File: src/rtl/wb_arbiter2_if.sv
`timescale 1ns/1ps
// wb_arbiter2_if
// Bundles every Wishbone signal around the two-master arbiter so that the
// arbiter and its environment connect through one port.
//
// Signals (names seen from the arbiter):
//   m0_*/m1_* : master request side (adr/dat/sel/we/cyc/stb in,
//               dat/ack/err out)
//   s_*       : shared slave side (muxed request out, dat/ack in)
//   gnt_o     : one-hot current grant, bit0 = m0, bit1 = m1
//
// Modports:
//   slave  : the arbiter itself, which is the target of the two masters
//   master : the environment (both initiators plus the downstream slave)
interface wb_arbiter2_if;
    logic [31:0] m0_adr_i;
    logic [31:0] m1_adr_i;
    logic [31:0] m0_dat_i;
    logic [31:0] m1_dat_i;
    logic [31:0] m0_dat_o;
    logic [31:0] m1_dat_o;
    logic [3:0]  m0_sel_i;
    logic [3:0]  m1_sel_i;
    logic        m0_we_i;
    logic        m0_cyc_i;
    logic        m0_stb_i;
    logic        m1_we_i;
    logic        m1_cyc_i;
    logic        m1_stb_i;
    logic        m0_ack_o;
    logic        m1_ack_o;
    logic        m0_err_o;
    logic        m1_err_o;
    logic [31:0] s_adr_o;
    logic [31:0] s_dat_o;
    logic [3:0]  s_sel_o;
    logic        s_we_o;
    logic        s_cyc_o;
    logic        s_stb_o;
    logic [31:0] s_dat_i;
    logic        s_ack_i;
    logic [1:0]  gnt_o;

    modport slave (
        input  m0_adr_i, m1_adr_i, m0_dat_i, m1_dat_i, m0_sel_i, m1_sel_i,
        input  m0_we_i, m0_cyc_i, m0_stb_i, m1_we_i, m1_cyc_i, m1_stb_i,
        input  s_dat_i, s_ack_i,
        output m0_dat_o, m1_dat_o, m0_ack_o, m1_ack_o, m0_err_o, m1_err_o,
        output s_adr_o, s_dat_o, s_sel_o, s_we_o, s_cyc_o, s_stb_o, gnt_o
    );

    modport master (
        output m0_adr_i, m1_adr_i, m0_dat_i, m1_dat_i, m0_sel_i, m1_sel_i,
        output m0_we_i, m0_cyc_i, m0_stb_i, m1_we_i, m1_cyc_i, m1_stb_i,
        output s_dat_i, s_ack_i,
        input  m0_dat_o, m1_dat_o, m0_ack_o, m1_ack_o, m0_err_o, m1_err_o,
        input  s_adr_o, s_dat_o, s_sel_o, s_we_o, s_cyc_o, s_stb_o, gnt_o
    );
endinterface

File: src/rtl/wb_arbiter2.sv
`timescale 1ns/1ps
// wb_arbiter2
// Two-master, one-slave Wishbone arbiter. Round-robin between m0 and m1 on
// simultaneous requests, grant held for the whole cyc, one idle cycle
// between grants, and an optional stall timeout that ends a hung cycle
// with a one-cycle bus error to the granted master.
//
// Ports:
//   clk   : system clock, all state on the rising edge
//   reset : synchronous, active-high
//   bus   : wb_arbiter2_if.slave, both master ports, the slave port and
//           the one-hot grant gnt_o
//
// Parameter:
//   TIMEOUT : stalled strobe cycles before a bus error; 0 disables it
module wb_arbiter2 #(
    parameter int unsigned TIMEOUT = 1024
) (
    input  logic         clk,
    input  logic         reset,
    wb_arbiter2_if.slave bus
);

    // With the timeout disabled the counter is kept as a single saturating bit.
    localparam int          CW      = (TIMEOUT == 0) ? 1 : $clog2(TIMEOUT + 1);
    localparam int unsigned LIMIT_I = (TIMEOUT == 0) ? 0 : TIMEOUT - 1;
    localparam logic [CW-1:0] LIMIT   = LIMIT_I[CW-1:0];
    localparam logic [CW-1:0] CNT_MAX = '1;

    typedef enum logic [1:0] {
        IDLE = 2'd0,
        BUS0 = 2'd1,
        BUS1 = 2'd2
    } state_t;

    state_t        state, state_nxt;
    logic          last, last_nxt;
    logic [CW-1:0] cnt, cnt_nxt;
    logic          m0_err_q, m1_err_q;
    logic          m0_err_nxt, m1_err_nxt;
    logic          cur, cur_cyc, cur_stb;
    logic          stall, timeout_hit;

    // The timeout fires while the limit-th consecutive stall is in progress,
    // so cnt still holds the number of earlier stalled cycles.
    always_comb begin
        cur         = (state == BUS1);
        cur_cyc     = cur ? bus.m1_cyc_i : bus.m0_cyc_i;
        cur_stb     = cur ? bus.m1_stb_i : bus.m0_stb_i;
        stall       = (state != IDLE) && cur_stb && !bus.s_ack_i;
        timeout_hit = (TIMEOUT != 0) && stall && (cnt == LIMIT);
    end

    always_ff @(posedge clk) begin
        if (reset) begin
            state    <= IDLE;
            last     <= 1'b1;
            cnt      <= '0;
            m0_err_q <= 1'b0;
            m1_err_q <= 1'b0;
        end else begin
            state    <= state_nxt;
            last     <= last_nxt;
            cnt      <= cnt_nxt;
            m0_err_q <= m0_err_nxt;
            m1_err_q <= m1_err_nxt;
        end
    end

    // Leaving a BUS state always passes through IDLE, which is what gives
    // the single idle cycle between grants and clears the counter on entry.
    always_comb begin
        state_nxt  = state;
        last_nxt   = last;
        cnt_nxt    = cnt;
        m0_err_nxt = 1'b0;
        m1_err_nxt = 1'b0;
        case (state)
            IDLE: begin
                cnt_nxt = '0;
                if (bus.m0_cyc_i && bus.m1_cyc_i) begin
                    state_nxt = last ? BUS0 : BUS1;
                end else if (bus.m0_cyc_i) begin
                    state_nxt = BUS0;
                end else if (bus.m1_cyc_i) begin
                    state_nxt = BUS1;
                end
            end
            BUS0, BUS1: begin
                if (bus.s_ack_i) begin
                    cnt_nxt = '0;
                end else if (stall && (cnt != CNT_MAX)) begin
                    cnt_nxt = cnt + CW'(1);
                end
                if (!cur_cyc || timeout_hit) begin
                    state_nxt  = IDLE;
                    last_nxt   = cur;
                    cnt_nxt    = '0;
                    m0_err_nxt = timeout_hit && !cur;
                    m1_err_nxt = timeout_hit && cur;
                end
            end
            default: state_nxt = IDLE;
        endcase
    end

    // Request routing and ack forwarding are purely combinational so the
    // granted master sees the slave ack with no added latency.
    always_comb begin
        bus.s_adr_o  = bus.m0_adr_i;
        bus.s_dat_o  = bus.m0_dat_i;
        bus.s_sel_o  = bus.m0_sel_i;
        bus.s_we_o   = 1'b0;
        bus.s_cyc_o  = 1'b0;
        bus.s_stb_o  = 1'b0;
        bus.gnt_o    = 2'b00;
        bus.m0_ack_o = 1'b0;
        bus.m1_ack_o = 1'b0;
        case (state)
            BUS0: begin
                bus.s_we_o   = bus.m0_we_i;
                bus.s_cyc_o  = bus.m0_cyc_i;
                bus.s_stb_o  = bus.m0_stb_i;
                bus.gnt_o    = 2'b01;
                bus.m0_ack_o = bus.s_ack_i && bus.m0_stb_i;
            end
            BUS1: begin
                bus.s_adr_o  = bus.m1_adr_i;
                bus.s_dat_o  = bus.m1_dat_i;
                bus.s_sel_o  = bus.m1_sel_i;
                bus.s_we_o   = bus.m1_we_i;
                bus.s_cyc_o  = bus.m1_cyc_i;
                bus.s_stb_o  = bus.m1_stb_i;
                bus.gnt_o    = 2'b10;
                bus.m1_ack_o = bus.s_ack_i && bus.m1_stb_i;
            end
            default: ;
        endcase
    end

    assign bus.m0_err_o = m0_err_q;
    assign bus.m1_err_o = m1_err_q;
    assign bus.m0_dat_o = bus.s_dat_i;
    assign bus.m1_dat_o = bus.s_dat_i;

endmodule

File: src/flat_wrapper.sv
// flat-port wrapper written by rule: the top's interface ports become plain ports
module wb_arbiter2_flat 
#(
    parameter int unsigned TIMEOUT = 1024
)
  (clk, reset, bus_m0_adr_i, bus_m1_adr_i, bus_m0_dat_i, bus_m1_dat_i, bus_m0_sel_i, bus_m1_sel_i, bus_m0_we_i, bus_m0_cyc_i, bus_m0_stb_i, bus_m1_we_i, bus_m1_cyc_i, bus_m1_stb_i, bus_s_dat_i, bus_s_ack_i, bus_m0_dat_o, bus_m1_dat_o, bus_m0_ack_o, bus_m1_ack_o, bus_m0_err_o, bus_m1_err_o, bus_s_adr_o, bus_s_dat_o, bus_s_sel_o, bus_s_we_o, bus_s_cyc_o, bus_s_stb_o, bus_gnt_o);
  wb_arbiter2_if bus_i ();
  input  logic clk;
  input  logic reset;
  input wire logic [$bits(bus_i.m0_adr_i)-1:0] bus_m0_adr_i;
  input wire logic [$bits(bus_i.m1_adr_i)-1:0] bus_m1_adr_i;
  input wire logic [$bits(bus_i.m0_dat_i)-1:0] bus_m0_dat_i;
  input wire logic [$bits(bus_i.m1_dat_i)-1:0] bus_m1_dat_i;
  input wire logic [$bits(bus_i.m0_sel_i)-1:0] bus_m0_sel_i;
  input wire logic [$bits(bus_i.m1_sel_i)-1:0] bus_m1_sel_i;
  input wire logic [$bits(bus_i.m0_we_i)-1:0] bus_m0_we_i;
  input wire logic [$bits(bus_i.m0_cyc_i)-1:0] bus_m0_cyc_i;
  input wire logic [$bits(bus_i.m0_stb_i)-1:0] bus_m0_stb_i;
  input wire logic [$bits(bus_i.m1_we_i)-1:0] bus_m1_we_i;
  input wire logic [$bits(bus_i.m1_cyc_i)-1:0] bus_m1_cyc_i;
  input wire logic [$bits(bus_i.m1_stb_i)-1:0] bus_m1_stb_i;
  input wire logic [$bits(bus_i.s_dat_i)-1:0] bus_s_dat_i;
  input wire logic [$bits(bus_i.s_ack_i)-1:0] bus_s_ack_i;
  output wire logic [$bits(bus_i.m0_dat_o)-1:0] bus_m0_dat_o;
  output wire logic [$bits(bus_i.m1_dat_o)-1:0] bus_m1_dat_o;
  output wire logic [$bits(bus_i.m0_ack_o)-1:0] bus_m0_ack_o;
  output wire logic [$bits(bus_i.m1_ack_o)-1:0] bus_m1_ack_o;
  output wire logic [$bits(bus_i.m0_err_o)-1:0] bus_m0_err_o;
  output wire logic [$bits(bus_i.m1_err_o)-1:0] bus_m1_err_o;
  output wire logic [$bits(bus_i.s_adr_o)-1:0] bus_s_adr_o;
  output wire logic [$bits(bus_i.s_dat_o)-1:0] bus_s_dat_o;
  output wire logic [$bits(bus_i.s_sel_o)-1:0] bus_s_sel_o;
  output wire logic [$bits(bus_i.s_we_o)-1:0] bus_s_we_o;
  output wire logic [$bits(bus_i.s_cyc_o)-1:0] bus_s_cyc_o;
  output wire logic [$bits(bus_i.s_stb_o)-1:0] bus_s_stb_o;
  output wire logic [$bits(bus_i.gnt_o)-1:0] bus_gnt_o;
  assign bus_i.m0_adr_i = bus_m0_adr_i;
  assign bus_i.m1_adr_i = bus_m1_adr_i;
  assign bus_i.m0_dat_i = bus_m0_dat_i;
  assign bus_i.m1_dat_i = bus_m1_dat_i;
  assign bus_i.m0_sel_i = bus_m0_sel_i;
  assign bus_i.m1_sel_i = bus_m1_sel_i;
  assign bus_i.m0_we_i = bus_m0_we_i;
  assign bus_i.m0_cyc_i = bus_m0_cyc_i;
  assign bus_i.m0_stb_i = bus_m0_stb_i;
  assign bus_i.m1_we_i = bus_m1_we_i;
  assign bus_i.m1_cyc_i = bus_m1_cyc_i;
  assign bus_i.m1_stb_i = bus_m1_stb_i;
  assign bus_i.s_dat_i = bus_s_dat_i;
  assign bus_i.s_ack_i = bus_s_ack_i;
  assign bus_m0_dat_o = bus_i.m0_dat_o;
  assign bus_m1_dat_o = bus_i.m1_dat_o;
  assign bus_m0_ack_o = bus_i.m0_ack_o;
  assign bus_m1_ack_o = bus_i.m1_ack_o;
  assign bus_m0_err_o = bus_i.m0_err_o;
  assign bus_m1_err_o = bus_i.m1_err_o;
  assign bus_s_adr_o = bus_i.s_adr_o;
  assign bus_s_dat_o = bus_i.s_dat_o;
  assign bus_s_sel_o = bus_i.s_sel_o;
  assign bus_s_we_o = bus_i.s_we_o;
  assign bus_s_cyc_o = bus_i.s_cyc_o;
  assign bus_s_stb_o = bus_i.s_stb_o;
  assign bus_gnt_o = bus_i.gnt_o;
  wb_arbiter2 #(.TIMEOUT(TIMEOUT)) u_core (.clk(clk), .reset(reset), .bus(bus_i));
endmodule
File: config.mk
export PLATFORM = sky130hd
export DESIGN_NAME = wb_arbiter2_flat
export DESIGN_NICKNAME = d
export VERILOG_FILES = /design/src/rtl/wb_arbiter2_if.sv /design/src/rtl/wb_arbiter2.sv /design/src/flat_wrapper.sv
export SDC_FILE = /design/constraint.sdc
export NUM_CORES = 1
export LEC_CHECK = 0
export ABC_AREA = 1
export CELL_PAD_IN_SITES_DETAIL_PLACEMENT = 1
export CELL_PAD_IN_SITES_GLOBAL_PLACEMENT = 1
export CORE_MARGIN = 2
export CORE_UTILIZATION = 13
export CTS_CLUSTER_SIZE = 8
export DETAILED_ROUTE_END_ITERATION = 10
export MAX_ROUTING_LAYER = met4
export PLACE_DENSITY = 0.8
export SLEW_MARGIN = 20
export SYNTH_ARGS = -nofsm -noshare
export SYNTH_HDL_FRONTEND = slang
export SYNTH_SLANG_ARGS = --single-unit
File: constraint.sdc
create_clock -name clk -period 1.85 [get_ports clk]
set_clock_uncertainty 0.2 [all_clocks]
set_input_delay 0.2775 -clock clk [delete_from_list [all_inputs] [get_ports clk]]
set_output_delay 0.2775 -clock clk [all_outputs]
set_load 0.05 [all_outputs]
# ---- After elaboration in Yosys (flattened, before gate mapping)
# Index checks and enable logic that the tools add are counted.
dict set report word_totals {
  inputBits 177
  output_inout_bits 141
  regBits 16
  word_cells 57
}
dict set report op_classes {
  eq_ne 7
  reduce_logical 21
  n_mux 21
  add_sub_neg 1
  bitwise 2
}
# operator count
set op_table {}
lappend op_table {{$mux W32} 2}
lappend op_table {{$mux W11} 3}
lappend op_table {{$pmux W11 S2} 1}
lappend op_table {{$add A11 B1 Y11 const B} 1}
lappend op_table {{$eq A11 B10 Y1 const B} 1}
lappend op_table {{$ne A11 B11 Y1 const B} 1}
lappend op_table {{$mux W2} 5}
lappend op_table {{$logic_and A1 B1 Y1} 9}
lappend op_table {{$pmux W2 S2} 2}
lappend op_table {{$pmux W1 S2} 3}
lappend op_table {{$reduce_and A2 Y1} 3}
lappend op_table {{$mux W1} 4}
lappend op_table {{$mux W4} 1}
lappend op_table {{$ne A4 B2 Y1 const B} 1}
lappend op_table {{$ne A4 B3 Y1 const B} 1}
lappend op_table {{$reduce_bool A2 Y1} 2}
lappend op_table {{$logic_not A1 Y1} 3}
lappend op_table {{$reduce_or A3 Y1} 1}
lappend op_table {{$eq A2 B1 Y1 const B} 1}
lappend op_table {{$eq A2 B2 Y1 const B} 1}
lappend op_table {{$logic_not A2 Y1} 1}
lappend op_table {{$ne A2 B1 Y1 const B} 1}
lappend op_table {{$not A1 Y1} 2}
lappend op_table {{$reduce_or A2 Y1} 1}
lappend op_table {{$logic_or A1 B1 Y1} 1}

# ---- Logic depth before layout (Yosys ltp)
dict set report logic_depth {
  word_depth 9
  depth_mapped 12
  ltp_nobuf 12
}

# ---- Worst setup path before layout
# Ideal clock, no wire load.
dict set report synth_path {
  kind {reg-to-output}
  start {register u_core.state[0]}
  end {output bus_s_we_o}
  required_ps 1372
  setup_slack_ps -502
  arrival_ps 1874
  stages_incl_launch_ff 7
  path_buffers 2
  path_cell_list {dfxtp_1 > inv_1 > ha_1 > buf_4 > clkbuf_1 > nand2_1 > a21oi_1}
}
dict set report synth_via {
  elab_chain_len 2
  elab_cells_between_ends 3
  classes_between {eq/ne (2); mux (1)}
}
# element line
set synth_lines {}
lappend synth_lines {{start, declared} wb_arbiter2.sv:36} ;# state_t state, state_nxt;
lappend synth_lines {{start signal, assigned} wb_arbiter2.sv:62} ;# state <= state_nxt;
lappend synth_lines {{$eq A2 B2 Y1} n/a}
lappend synth_lines {{via u_core.cur} wb_arbiter2.sv:41} ;# logic cur, cur_cyc, cur_stb;
lappend synth_lines {{$pmux W1 S2} wb_arbiter2.sv:119} ;# case (state)
lappend synth_lines {{end, declared} flat_wrapper.sv:33} ;# output wire logic [$bits(bus_i.s_we_o)-1:0] bus_s_we_o;
# The timed path passes the listed nets, and every way through them passes these cells.

# ---- Worst setup path after layout
dict set report layout_path {
  start {register u_core.state[0]}
  end {output bus_s_adr_o[13]}
}
dict set report layout_via {
  elab_chain_len 2
}
# element line
set layout_lines {}
lappend layout_lines {{$eq A2 B2 Y1} wb_arbiter2.sv:119}
lappend layout_lines {{$mux W32} wb_arbiter2.sv:119}
lappend layout_lines {{end, declared} flat_wrapper.sv:30} ;# output wire logic [$bits(bus_i.s_adr_o)-1:0] bus_s_adr_o;
# No other way between the ends.

==> flow_metrics.tcl <==
set metrics [dict create \
    period_minus_slack_ns 2.07 \
    gp_congestion 0.816 \
    status "finished with violations" \
    final_cells 919 \
    synth_warnings 0 \
    p_leak_nw 3.23 \
    wire_per_inst_um 18.7 \
    die-area_mm2 0.0202 \
    clk_latency_ns 0.26 \
    cts_inserted_buffers 3 \
    cts-htree-levels 1 \
    firstDrtPassIters 4 \
    cap_violations 0 \
    period_share_pct 112 \
    post_route_cells_drive_above_1_share_pct 55.6 \
    synth-seq-cells 16 \
    vdd_drop_max_uv 500 \
    place.port_buffers 221 \
    multi_input_area_mm2 0.00264 \
    finalWorstSetupSlack_ns -0.216 \
    yosysUniqueCellTypes 26 \
    worstPathRequired_ns 1.37 \
    area_growth_pct 196 \
    clk_path_buf_depth 2 \
    ctsHoldBuffers 0 \
    ios 318 \
    start_kind "flop" \
    synthAdderAreaFrac_pct 3.02 \
    grt_pass1_wl_um 23200 \
    fin_nets 868 \
    syn_nets 655 \
    synth_top_family_by_area "simple AND/OR/NAND/NOR gates" \
    fmax_mhz 484 \
    start_util_pct 13.3 \
    die_w_um 142 \
    coreArea_mm2 0.0187 \
    antenna_found_initial 1 \
    fillCellCount 2071 \
    cts_sinks 16 \
    grt_max_degree 16 \
    seq_area_frac_synth_pct 12.9 \
    avgSynthCellArea_um2 5.26 \
    rsz0062_at_grt "yes" \
    finalHoldViolCount 0 \
    regArea_um2 325 \
    drtIter0Drc 85 \
    hpwlAfterDp_um 12100 \
    arrival_ns 1.59 \
    std_cell_rows 50 \
    cts_tree "done" \
    synth_simple_gate_area_share_pct 52.9 \
    violations "setup timing" \
    postLayoutCoreUtil_pct 39.3 \
    synth_xor_area_share_pct 1.06 \
    clock-root-buffer "clkbuf_16" \
    finalMaxSlewViolations 0 \
    gr-usage-all-layers_pct 15.3 \
    ant_nets 0 \
    end_kind "output pin" \
    place_inst 888 \
    power_mw 10.6 \
    die_h_um 142 \
    synth_area_mm2 0.00248 \
    final.setup.tns_ns -14.81 \
    holdCritPathClass "reg -> reg" \
    synth_compound_area_share_pct 3.22 \
    vias_per_cell 4.08 \
    worst_hold_slack_ns 0.334 \
    syn-instance-count 472 \
    worstMarginPinSlew_ns 0.514 \
    crit_type "reg -> out" \
    drc 0 \
    dr_total_vias 3752 \
    first_global_vias 4018 \
    powerDensity_mw_per_mm2 1440 \
    clk_pin_slew_ns 0.06 \
    setup_viol 87 \
    wirelength_um 17200 \
    grt-ovfl-total 0 \
    slew_headroom_pct 65.7 \
    path_max_fanout 7 \
    yosys-mux-area-fraction_pct 0 \
]
## timing repair
item | in CTS | in global routing
pin swaps | 35 | 63
cloned | 6 | 5
gates resized for setup | 162 | 123
setup endpoints to repair | 88 | 90
buffers inserted | 14 | 6
## path summary, 6_finish.rpt
| check | startpoint | endpoint | slack (ns) | cells past startpoint |
|---|---|---|---|---|
| min reg2reg | u_core.last | u_core.last | 0.33 | 2 |
| max reg2reg | u_core.state[0] | u_core.cnt[10] | -0.21 | 11 |
| max | u_core.state[0] | bus_s_adr_o[13] | -0.22 | 8 |
| min | u_core.last | u_core.last | 0.33 | 2 |
## state kept, by name (all words and copies together), names as in the netlist
register	cells
u_core.last	1
u_core.bus.m1_err_o	1
u_core.state	2
u_core.cnt	11
u_core.bus.m0_err_o	1
## worst max-delay path, cell delays in order, from the launching register on
cell	delay, ns
dfxtp_2	0.34
inv_2	0.05
ha_4	0.20
buf_12	0.14
buf_12	0.14
clkbuf_16	0.17
nand2_2	0.06
nand2_2	0.07
buf_12	0.15
## power breakdown
group / switching, mW / internal [mW] / leakage (nW) / total [mW]
sequential: 0.0635 / 0.420 / 0.131 / 0.483
combinational: 5.04 / 4.52 / 3.06 / 9.56
clock: 0.178 / 0.330 / 0.0442 / 0.508
total: 5.28 / 5.27 / 3.23 / 10.6
## synth_stat cells
| cell | n | share of area, % |
|---|---|---|
| a21oi_1 | 5 | 1.0 |
| a21oi_4 | 1 | 0.66 |
| buf_2 | 1 | 0.20 |
| buf_4 | 66 | 20 |
| clkbuf_1 | 14 | 2.1 |
| clkinv_1 | 1 | 0.15 |
| dfxtp_1 | 16 | 13 |
| ha_1 | 6 | 3.0 |
| inv_1 | 25 | 3.8 |
| inv_2 | 2 | 0.30 |
| inv_6 | 1 | 0.35 |
| nand2_1 | 254 | 38 |
| nand2_2 | 6 | 1.5 |
| nand2_8 | 1 | 0.81 |
| nand3_1 | 17 | 3.4 |
| nand4_1 | 2 | 0.50 |
| nand4_4 | 1 | 0.86 |
| nor2_1 | 40 | 6.0 |
| nor2_2 | 2 | 0.50 |
| nor2_4 | 2 | 0.91 |
| o211ai_1 | 1 | 0.30 |
| o21ai_0 | 2 | 0.40 |
| o21ai_1 | 1 | 0.20 |
| o21ai_2 | 1 | 0.35 |
| o21bai_1 | 1 | 0.30 |
| xor2_1 | 3 | 1.1 |
## through the flow
| step | instance area [µm²] | worst slack, ns |
|---|---|---|
| 3_5_place_dp | 5810 | -0.159 |
| 5_1_grt | 7340 | -0.286 |
| 3_3_place_gp | 5810 | -0.120 |
| 2_1_floorplan | 2720 | -0.121 |
| 6_report | 7340 | -0.216 |
| 4_1_cts | 6760 | -0.199 |
## placed cells by master (no fill, tap or decap), types with 3 or more instances in the layout
master and count:
clkdlybuf4s50_1 144, xor2_1 3, dfxtp_1 14, inv_1 21
inv_2 4, a21oi_4 4, ha_4 3, clkbuf_16 7
nor2_4 6, nand2_4 97, nand3_1 9, buf_4 28
buf_8 6, nand2_1 73, nor2_1 31, nand2_2 90
nor2_2 7, buf_12 89, buf_6 13, nand3_2 7
ha_1 3
## layout make-up
type / instances / share of cell area [%]
diodes: 1 / 0.0341
clock buffers: 4 / 1.21
inverters: 29 / 1.75
multi-input cells: 347 / 36.0
flip-flops and latches: 16 / 4.43
well taps: 234 / 3.99
repair buffers: 287 / 52.5
repair inverters: 1 / 0.0852
## layer usage
layer / share of wire (%) / up-vias / GRT usage (%)
met4: 1.8 / 0 / 3.32
li1: - / 1783 / -
met5: 0 / - / -
met1: 35 / 1776 / 16.0
met2: 55 / 164 / 28.2
met3: 8.3 / 29 / 4.68
## cell families (layout without fill, tap and decap cells)
logic type | Yosys count | count (layout)
and+or+nand+nor | 325 | 326
adders and majority gates | 6 | 6
DFF | 16 | 16
AOI/OAI and AO/OA | 12 | 12
xor gates and xnor gates | 3 | 3
buffers and inverters | 110 | 321
other | 0 | 1
Note: power is estimated with default switching activity, not from simulation.
